File: src/rtl/demux_pkg.sv
// demux_pkg: shared channel count, select encodings and word types for the 1:3 demux.
package demux_pkg;
  localparam int NUM_CH = 3;
  localparam int WORD_W = 32;
  typedef logic [1:0] ch_sel_t;
  typedef logic [WORD_W-1:0] word_t;
  localparam ch_sel_t SEL_CH0 = 2'b00;
  localparam ch_sel_t SEL_CH1 = 2'b01;
  localparam ch_sel_t SEL_CH2 = 2'b10;
  // 2'b11 falls through to ch2, matching the 3:1 result-select mux
  function automatic logic [NUM_CH-1:0] sel_onehot(input ch_sel_t s);
    return (s == SEL_CH0) ? 3'b001 : (s == SEL_CH1) ? 3'b010 : 3'b100;
  endfunction
endpackage

File: src/rtl/chan_buf_32.sv
// chan_buf_32: one-entry valid/ready holding register for a single demux output channel.
module chan_buf_32
  import demux_pkg::*;
(
  input  logic  clk,
  input  logic  rst,
  input  logic  i_load,
  input  word_t i_data,
  input  logic  i_ready,
  output word_t o_data,
  output logic  o_valid
);
  word_t r_data;
  logic  r_valid;
  always_ff @(posedge clk) begin
    if (rst) begin
      r_data  <= '0;
      r_valid <= 1'b0;
    end else if (i_load) begin
      r_data  <= i_data;
      r_valid <= 1'b1;
    end else if (i_ready) begin
      r_valid <= 1'b0;
    end
  end
  assign o_data  = r_data;
  assign o_valid = r_valid;
endmodule

File: src/rtl/demux_1_3_32_buf.sv
// demux_1_3_32_buf: registered 1:3 valid/ready demux; define DEMUX_STATS_EN for per-channel saturating counters.
module demux_1_3_32_buf
  import demux_pkg::*;
#(
  parameter int WIDTH = 32,
  parameter int CNT_W = 16
) (
  input  logic             clk,
  input  logic             rst,
`ifdef DEMUX_STATS_EN
  output logic [CNT_W-1:0] cnt0,
  output logic [CNT_W-1:0] cnt1,
  output logic [CNT_W-1:0] cnt2,
`endif
  input  logic [WIDTH-1:0] in_data,
  input  ch_sel_t          in_sel,
  input  logic             in_valid,
  output logic             in_ready,
  output logic [WIDTH-1:0] out0_data,
  output logic             out0_valid,
  input  logic             out0_ready,
  output logic [WIDTH-1:0] out1_data,
  output logic             out1_valid,
  input  logic             out1_ready,
  output logic [WIDTH-1:0] out2_data,
  output logic             out2_valid,
  input  logic             out2_ready
);
  logic [NUM_CH-1:0] w_hot, w_valid, w_ready, w_load;
  word_t             w_data [NUM_CH];
  assign w_hot   = sel_onehot(in_sel);
  assign w_ready = {out2_ready, out1_ready, out0_ready};
  // ready looks only at the addressed channel so a stalled neighbour never blocks
  assign in_ready = |(w_hot & (~w_valid | w_ready));
  assign w_load   = (in_valid && in_ready) ? w_hot : '0;
  for (genvar c = 0; c < NUM_CH; c++) begin : g_ch
    chan_buf_32 u_buf (
      .clk    (clk),
      .rst    (rst),
      .i_load (w_load[c]),
      .i_data (in_data),
      .i_ready(w_ready[c]),
      .o_data (w_data[c]),
      .o_valid(w_valid[c])
    );
  end
  assign out0_data  = w_data[0];
  assign out1_data  = w_data[1];
  assign out2_data  = w_data[2];
  assign out0_valid = w_valid[0];
  assign out1_valid = w_valid[1];
  assign out2_valid = w_valid[2];
`ifdef DEMUX_STATS_EN
  logic [CNT_W-1:0] r_cnt [NUM_CH];
  for (genvar c = 0; c < NUM_CH; c++) begin : g_cnt
    always_ff @(posedge clk) begin
      if (rst) r_cnt[c] <= '0;
      else if (w_load[c] && r_cnt[c] != '1) r_cnt[c] <= r_cnt[c] + 1'b1;
    end
  end
  assign cnt0 = r_cnt[0];
  assign cnt1 = r_cnt[1];
  assign cnt2 = r_cnt[2];
`endif
endmodule

File: config.mk
export PLATFORM = sky130hd
export DESIGN_NAME = demux_1_3_32_buf
export DESIGN_NICKNAME = d
export VERILOG_FILES = /design/src/rtl/demux_pkg.sv /design/src/rtl/chan_buf_32.sv /design/src/rtl/demux_1_3_32_buf.sv
export SDC_FILE = /design/constraint.sdc
export NUM_CORES = 1
export LEC_CHECK = 0
export BUFFER_PORTS_ARGS = -buffer_cell sky130_fd_sc_hd__buf_4
export CORE_MARGIN = 8
export CORE_UTILIZATION = 52
export DETAILED_ROUTE_END_ITERATION = 16
export PLACE_DENSITY = 0.92
export SYNTH_ARGS = -nofsm -noshare
export SYNTH_HDL_FRONTEND = slang
export SYNTH_HIERARCHICAL = 1
export SYNTH_SLANG_ARGS = --single-unit
File: constraint.sdc
create_clock -name clk -period 3.15 [get_ports clk]
set_input_delay 0.315 -clock clk [delete_from_list [all_inputs] [get_ports clk]]
set_output_delay 0.315 -clock clk [all_outputs]
set_load 0.02 [all_outputs]
# After elaboration in Yosys (flattened, before gate mapping)
# Cells that the tools add are included.
# Widths: inputs -> output; s select.
# word_totals
reg_bits	99
latch_bits	0
ram_bits	0
rom_bits	0
input_bits	40
out_inout_bits	100
wordCells	25
n_memories	0
# classes
add_sub_neg	0
multipliers	0
div	0
magnitude_cmp	0
n_eq_ne	1
shift	0
n_mux	9
bitwise	3
n_reduce_logical	6
# ops
op	n
$mux 3	3
$mux 1	6
$reduce_bool 2->1	3
$and 3x3->3	1
$not 3->3	1
$or 3x3->3	1
$reduce_or 3->1	1
$eq 2x1->1 const B	1
$logic_not 2->1	1
$logic_and 1x1->1	1

# Logic depth before layout (Yosys ltp)
# Gate-level depths: netlist of run 1.
# depth
word_depth	8
ltp_mapped	6
depth_no_buf	4

# By module
# Netlist of run 1, hierarchy kept.
# by_module_without_submodules
mod	n_inst	cells_per_inst	area_per_inst_um2	seq_area_each_um2
chan_buf_32	3	108	1204.9	660.6
demux_1_3_32_buf	1	12	73.8	0.0

# Least setup slack after synthesis of run 1
# Ideal clock, no wire load.
# synth_timing
path_kind	reg-to-reg
startpoint	register g_ch[0].u_buf.r_valid
endpoint	register g_ch[0].u_buf.r_data[10]
setup_time_ns	0.128
arrival_ns	1.366
t_required_ns	3.022
setup_slack_ns	1.656
path_stages_with_launch	7
n_path_buf	2
synth_period_minus_slack_ns	1.494
path_cell_list	dfxtp_1 nor2b_1 nor4b_1 buf_6 buf_12 mux2i_1 nor2_1
# synth_between
elab_chain_len	6
# synth_lines
element	line	text
start: declaration	chan_buf_32.sv:14	logic r_valid;
start signal: assignment	chan_buf_32.sv:18	r_valid <= 1'b0;
start signal: assignment	chan_buf_32.sv:21	r_valid <= 1'b1;
start signal: assignment	chan_buf_32.sv:23	r_valid <= 1'b0;
$not 3->3	demux_1_3_32_buf.sv:34	assign in_ready = |(w_hot & (~w_valid | w_ready));
$or 3x3->3	demux_1_3_32_buf.sv:34	
$and 3x3->3	demux_1_3_32_buf.sv:34	
$reduce_or 3->1	demux_1_3_32_buf.sv:34	
$logic_and 1x1->1	demux_1_3_32_buf.sv:35	assign w_load = (in_valid && in_ready) ? w_hot : '0;
$mux 3	demux_1_3_32_buf.sv:35	
net w_load[0]	demux_1_3_32_buf.sv:29	logic [NUM_CH-1:0] w_hot, w_valid, w_ready, w_load;
end signal: assignment	chan_buf_32.sv:20	r_data <= i_data;
end: declaration	chan_buf_32.sv:13	word_t r_data;
# The timed path passes the listed nets, and every way through them passes these cells.
# A chain may end at the register's enable or synchronous reset.

# Final worst setup path of run 1
# Ends and elaborated chain as after synthesis.

==> results of run 1 <==
logic make-up (layout without fill, tap and decap cells):
family                 after synthesis  in the layout
AOI/OAI and AO/OA                    6              6
buffers and inverters               29            163
DFF                                 99             99
muxes                               96             96
and+or+nand+nor                    106            106
layout by cell type, fill, tap and decap left out, types with 3 or more instances in the layout:
cell type | Yosys | routed
sky130_fd_sc_hd__clkbuf_8 | 0 | 9
sky130_fd_sc_hd__nor2_1 | 97 | 97
sky130_fd_sc_hd__a21oi_1 | 5 | 3
sky130_fd_sc_hd__buf_4 | 0 | 142
sky130_fd_sc_hd__clkinvlp_4 | 0 | 3
sky130_fd_sc_hd__mux2i_1 | 96 | 96
sky130_fd_sc_hd__dfxtp_1 | 99 | 99
sky130_fd_sc_hd__inv_1 | 5 | 5
sky130_fd_sc_hd__nand2b_1 | 3 | 3
synth_stat cells:
| master | instances | area [sq um] |
|---|---|---|
| sky130_fd_sc_hd__nor4bb_1 | 1 | 10.0 |
| sky130_fd_sc_hd__buf_2 | 6 | 30.0 |
| sky130_fd_sc_hd__buf_6 | 3 | 33.8 |
| sky130_fd_sc_hd__a21oi_1 | 5 | 25.0 |
| sky130_fd_sc_hd__nand2b_1 | 3 | 18.8 |
| sky130_fd_sc_hd__and3b_1 | 1 | 8.76 |
| sky130_fd_sc_hd__nand2_1 | 1 | 3.75 |
| sky130_fd_sc_hd__inv_1 | 5 | 18.8 |
| sky130_fd_sc_hd__a211oi_1 | 1 | 7.51 |
| sky130_fd_sc_hd__buf_12 | 9 | 180 |
| sky130_fd_sc_hd__nor2b_1 | 1 | 6.26 |
| sky130_fd_sc_hd__nor4b_1 | 1 | 8.76 |
| sky130_fd_sc_hd__nand3b_1 | 1 | 7.51 |
| sky130_fd_sc_hd__mux2i_1 | 96 | 961 |
| sky130_fd_sc_hd__dfxtp_1 | 99 | 1980 |
| sky130_fd_sc_hd__nor2_1 | 97 | 364 |
| sky130_fd_sc_hd__clkbuf_1 | 6 | 22.5 |
through the flow:
stage | util (%) | worst slack (ns) | power [W] | instances
global placement | 67.9 | 1.45 | 0.00169 | 550
detailed placement | 67.9 | 1.36 | 0.00170 | 550
CTS | 70.4 | 1.37 | 0.00242 | 566
global route | 70.4 | 1.28 | 0.00249 | 566
finish | 70.4 | 1.41 | 0.00240 | 566
floorplan | - | 1.66 | 0.00156 | 336
power groups by stage:
| stage | clock [W] | sequential, W | combinational (W) |
|---|---|---|---|
| 2_1_floorplan | 0 | 0.00141 | 0.000148 |
| 3_3_place_gp | 0 | 0.00135 | 0.000335 |
| 3_5_place_dp | 0 | 0.00136 | 0.000345 |
| 4_1_cts | 0.000741 | 0.00133 | 0.000345 |
| 5_1_grt | 0.000791 | 0.00134 | 0.000367 |
| 6_report | 0.000725 | 0.00133 | 0.000342 |
sequential cells by signal, summed over array words and instances, names as in the netlist:
register and flops:
g_ch.u_buf/o_data 96, g_ch.u_buf/o_valid 3
layout make-up:
| class | instances | area, sq um |
|---|---|---|
| multi-input combinational | 208 | 1450 |
| timing repair buffer | 142 | 1070 |
| sequential | 99 | 1980 |
| fill | 531 | 2020 |
| tap | 96 | 120 |
| clock inverter | 5 | 40.0 |
| inverter | 5 | 18.8 |
| clock buffer | 11 | 131 |
per-layer routing:
metal  part of all wire, %  global-route usage, %  up-vias
met2                    48                   31.5      100
met5                     0                      0        -
met3                    11                   9.55       13
met4                   1.6                   7.33        0
met1                    39                   18.5     1339
li1                      -                      -     1355
worst paths after layout:
path	startpoint	end	slack [ns]	depth (start not counted)
worst min-delay path	in_data[9]	g_ch[1].u_buf/o_data[9]	0.20	3
worst min register to register	g_ch[0].u_buf/o_valid	g_ch[0].u_buf/o_valid	0.48	2
worst max-delay path	g_ch[0].u_buf/o_valid	g_ch[0].u_buf/o_data[10]	1.41	5
worst max register to register	g_ch[0].u_buf/o_valid	g_ch[0].u_buf/o_data[10]	1.41	5
tightest hold or removal path, cell delays in order:
cell,delay (ns)
sky130_fd_sc_hd__buf_4,0.09
sky130_fd_sc_hd__mux2i_1,0.06
sky130_fd_sc_hd__nor2_1,0.07
==> flow_summary.ini, run 1 <==
[run_status]
run_status = completed

[clock_tree]
clk_pin_slew_ns = 0.10
clk-insertion-delay-late_ns = 0.36
cts_buffer_depth = 2
tritoncts_num_sinks = 99
ctsHtreeMaxLevel = 3
postCtsHoldBufs = 0
clock_tree_from_tritoncts = built
number_of_buffers_inserted_by_post_cts_setup_repair = 0
cts.repair.resized = 0
tritoncts.num_buffers = 9
cts_root_buf = sky130_fd_sc_hd__clkbuf_8

[synth]
synth_area_in_xor_xnor_pct = 0
combinational_family_with_the_most_area_after_synthesis = multiplexers
adder_cell_fraction_of_synth_area_pct = 0
yosys.area_share.simple_pct = 11.6
yosysSeqAreaShare_pct = 53.7
ys.warnings.count = 6
post_synth_mux_area_share_pct = 26.1
synth_compound_area_share_pct = 0.882
synth.lib_cells_used.distinct = 17
syn_inst = 336
syn_avg_cell_area_sq_um = 11.0
synth-seq-cells = 99
syn_nets = 376
post_synth_instance_area_sq_um = 3690

[pwr]
vdd.ir_drop.worst_v = 0.000392
sw_frac_of_total_pct = 27.2
p_sw_w = 0.000653
p_seq_share_pct = 55.5
static-leakage-power_nw = 2.10
cell_internal_pwr_w = 0.00174
pwr-share-comb_pct = 14.3
power_density_nw_per_um2 = 499
share_clk_of_total_power_pct = 30.3

[critical_path]
cpLargestDelayFamily = buffers and inverters
critical_path.cell_chain = nor2b_1 -> nor4b_2 -> buf_4 -> mux2i_1 -> nor2_1
worst_path_buf_inv = 1
worst-setup-path-type = flip-flop to flip-flop
kind_of_launch_point_of_the_worst_setup_path = flip-flop
worst_setup_path_end_kind = flip-flop
path_max_fanout = 33
timing.critical_path.slowest_stage_cell = sky130_fd_sc_hd__buf_4
worst_path_largest_cell_delay_ns = 0.54
worst_ep_required_time_ns = 3.36
arrival_ns = 1.95

[detailed_routing]
route.detailed.wl_per_inst_um = 16.5
num_vias = 2807
drcViolationCount = 0
drt-vias-per-instance = 4.96
detailed_routing_iteration_count_for_the_pre_antenna_repair_pass = 4
finalWirelength_um = 9330
drtIter0Drc = 85
final_antenna_net_count = 0

[final_layout]
synthToLayoutAreaGrowth_pct = 30.4
diode_insertion_count_for_antenna_repair = 0
fin_area_sq_um = 4810
nets = 505
drive_above_1_share_pct = 33.8

[global_routing]
first_global_vias = 2985
grt_start_max_net_pins = 100
gr-total-overflow = 0
globalRouteTotalUtil_pct = 18.4
wire_length_of_the_first_global_routing_pass_um = 14700
grt_antenna_before_repair = 0

[timing]
worst_slew_margin_relative_to_its_limit_pct = 35.7
final_setup_fails = 0
layout_worst_path_cycle_share_pct = 55.2
final-hold-violation-count = 0
fin_worst_skew_ns = 0.0131
rsz0062_at_grt = false
worst_hold_slack_ns = 0.199
maxClockFrequency_mhz = 576
worstMarginPinSlew_ns = 0.964
final-max-slew-violation-count = 0
fin_tns_setup_ns = 0
post_layout_min_period_ns = 1.74

[die]
fp.dieW_um = 100
die_height_um = 100
initial_standard_cell_utilization_of_the_core_pct = 54.0
die_area_sq_um = 10000
floorplan.core_area_sq_um = 6830
rows = 30
ioPinCount = 140

[placed_design]
dpl_cell_area_sq_um = 4640
final_gp_congestion = 0.705
numPortBuffers = 139
dp_hpwl_um = 6670

[min_path]
min_path_type = input port to flip-flop

[run]
maxCapViolations = 0
Note: power is estimated with default switching activity, not from simulation.
==> run 2: changes to the inputs <==
--- a/config.mk
+++ b/config.mk
@@ -7,9 +7,9 @@
 export LEC_CHECK = 0
 export BUFFER_PORTS_ARGS = -buffer_cell sky130_fd_sc_hd__buf_4
 export CORE_MARGIN = 8
-export CORE_UTILIZATION = 52
+export CORE_UTILIZATION = 48
 export DETAILED_ROUTE_END_ITERATION = 16
-export PLACE_DENSITY = 0.92
+export PLACE_DENSITY = 0.86
 export SYNTH_ARGS = -nofsm -noshare
 export SYNTH_HDL_FRONTEND = slang
 export SYNTH_HIERARCHICAL = 1
==> constraint.sdc (replaced) <==
create_clock -name clk -period 1.6 [get_ports clk]
set_input_delay 0.16 -clock clk [delete_from_list [all_inputs] [get_ports clk]]
set_output_delay 0.16 -clock clk [all_outputs]
set_load 0.02 [all_outputs]
==> run 2 against run 1 <==
Sequential cell count stayed put. Non-clock buffer count is 5 higher. Combinational power is 110% higher. Die area is 7.0% higher. Largest power group unchanged. Clock skew is 0.0014 ns lower. Wire length is 0.27% lower. Total power is 110% higher. Via count hardly changed. Critical path type unchanged.
==> flow_summary.ini, run 2 (synthesis gave the netlist of run 1 again) <==
[run_status]
run_status = completed

[timing]
timing.final.ws_setup_ns = 0.0546
rsz0062_at_grt = true
layout_worst_path_cycle_share_pct = 96.6
final_setup_fails = 0
post_layout_min_period_ns = 1.55
worst_hold_slack_ns = 0.0577
final-hold-violation-count = 0
final-max-slew-violation-count = 0
fin_worst_skew_ns = 0.0117
worstMarginPinSlew_ns = 0.431
maxClockFrequency_mhz = 647
worst_slew_margin_relative_to_its_limit_pct = 71.2

[die]
floorplan.core_area_sq_um = 7570
ioPinCount = 140
rows = 32
die_height_um = 104
die_area_sq_um = 10700
initial_standard_cell_utilization_of_the_core_pct = 48.7
fp.dieW_um = 104

[final_layout]
layoutNonFillerInstCount = 577
final_util_pct = 66.0
area.sequential_sq_um = 1980
largest_reg_flops = 96
most-common-layout-cells = sky130_fd_sc_hd__buf_4 (140), sky130_fd_sc_hd__nor2_1 (97), sky130_fd_sc_hd__dfxtp_1 (97)
diode_insertion_count_for_antenna_repair = 0
synthToLayoutAreaGrowth_pct = 35.4
multiInputGateArea_sq_um = 1470
fin_area_sq_um = 4990
drive_above_1_share_pct = 36.0
nets = 510
layout_commonest_cell = sky130_fd_sc_hd__buf_4
nFillCells = 592

[placed_design]
dpl.cell_count = 558
dpl_cell_area_sq_um = 4720
numPortBuffers = 139
dp_hpwl_um = 6560
place_worst_setup_slack_ns = 0.0865
final_gp_congestion = 0.686

[clock_tree]
clk_pin_slew_ns = 0.10
cts_buffer_depth = 2
ctsHtreeMaxLevel = 3
tritoncts.num_buffers = 9
cts_root_buf = sky130_fd_sc_hd__clkbuf_8
clk-insertion-delay-late_ns = 0.35
postCtsHoldBufs = 0
tritoncts_num_sinks = 99
clock_tree_from_tritoncts = built

[run]
maxCapViolations = 0

[detailed_routing]
drtIter0Drc = 59
detailed_routing_iteration_count_for_the_pre_antenna_repair_pass = 7
num_vias = 2806
finalWirelength_um = 9310
route.detailed.wl_per_inst_um = 16.1
wl_met1_um = 3740
drt-vias-per-instance = 4.86
wl_met3_um = 887
final_antenna_net_count = 0
top_layer_used = met4
route.met2.wl_um = 4590
drcViolationCount = 0

[critical_path]
kind_of_launch_point_of_the_worst_setup_path = flip-flop
path_max_fanout = 9
worst-setup-path-type = flip-flop to flip-flop
worst_setup_path_end_kind = flip-flop
arrival_ns = 1.77
worst_ep_required_time_ns = 1.82

[global_routing]
wire_length_of_the_first_global_routing_pass_um = 14700
grt_antenna_before_repair = 0
gr-total-overflow = 0
globalRouteTotalUtil_pct = 16.1
first_global_vias = 2993
grt_start_max_net_pins = 100

[pwr]
vdd.ir_drop.worst_v = 0.000593
power_density_nw_per_um2 = 995
static-leakage-power_nw = 2.19

[min_path]
min_path_type = input port to flip-flop
[run 2: area by class of cell]
class / instances / area share, %
Tap cell: 102 / 2.56
Timing Repair Buffer: 147 / 23.8
Inverter: 5 / 0.376
Multi-Input combinational cell: 208 / 29.5
Clock inverter: 7 / 1.63
Clock buffer: 9 / 2.48
Sequential cell: 99 / 39.7
[run 2: routing by layer]
metal	vias to the layer above	track usage (%)
met5	-	0
met4	0	4.65
met3	9	7.25
met2	96	27.8
met1	1332	17.4
li1	1369	-
[run 2: through the flow]
stage	setup TNS, ns	total power (W)
3_5_place_dp	0	0.00337
2_1_floorplan	0	0.00308
6_report	0	0.00497
4_1_cts	0	0.00501
3_3_place_gp	0	0.00335
5_1_grt	-0.0215	0.00519
[run 2: final timing paths]
kind,startpoint,end,slack [ns],cells past startpoint
hold reg to reg,g_ch[0].u_buf/o_valid,g_ch[0].u_buf/o_valid,0.49,2
setup / recovery,g_ch[0].u_buf/o_valid,g_ch[0].u_buf/o_data[1],0.05,6
hold / removal,in_data[2],g_ch[2].u_buf/o_data[2],0.06,3
setup reg to reg,g_ch[0].u_buf/o_valid,g_ch[0].u_buf/o_data[1],0.05,6
[run 2: worst max-delay path, cell delays in order, from the launching register on]
cell,delay [ns]
sky130_fd_sc_hd__dfxtp_2,0.34
sky130_fd_sc_hd__nor2b_2,0.16
sky130_fd_sc_hd__nor4b_4,0.27
sky130_fd_sc_hd__buf_4,0.19
sky130_fd_sc_hd__clkbuf_16,0.17
sky130_fd_sc_hd__mux2i_2,0.21
sky130_fd_sc_hd__nor2_1,0.07
[run 2: what timing repair did]
item,4_1_cts,5_1_grt
setup endpoints to repair,0,22
gates resized for setup,0,10
endpoints found under the hold margin,0,0
setup buffers,0,1
[run 2: power by group]
part / switching (W) / total [W] / internal [W]
Clock: 0.000894 / 0.00165 / 0.000752
Sequential: 0.0000572 / 0.00262 / 0.00256
Combinational: 0.000377 / 0.000706 / 0.000329
Total: 0.00133 / 0.00497 / 0.00364
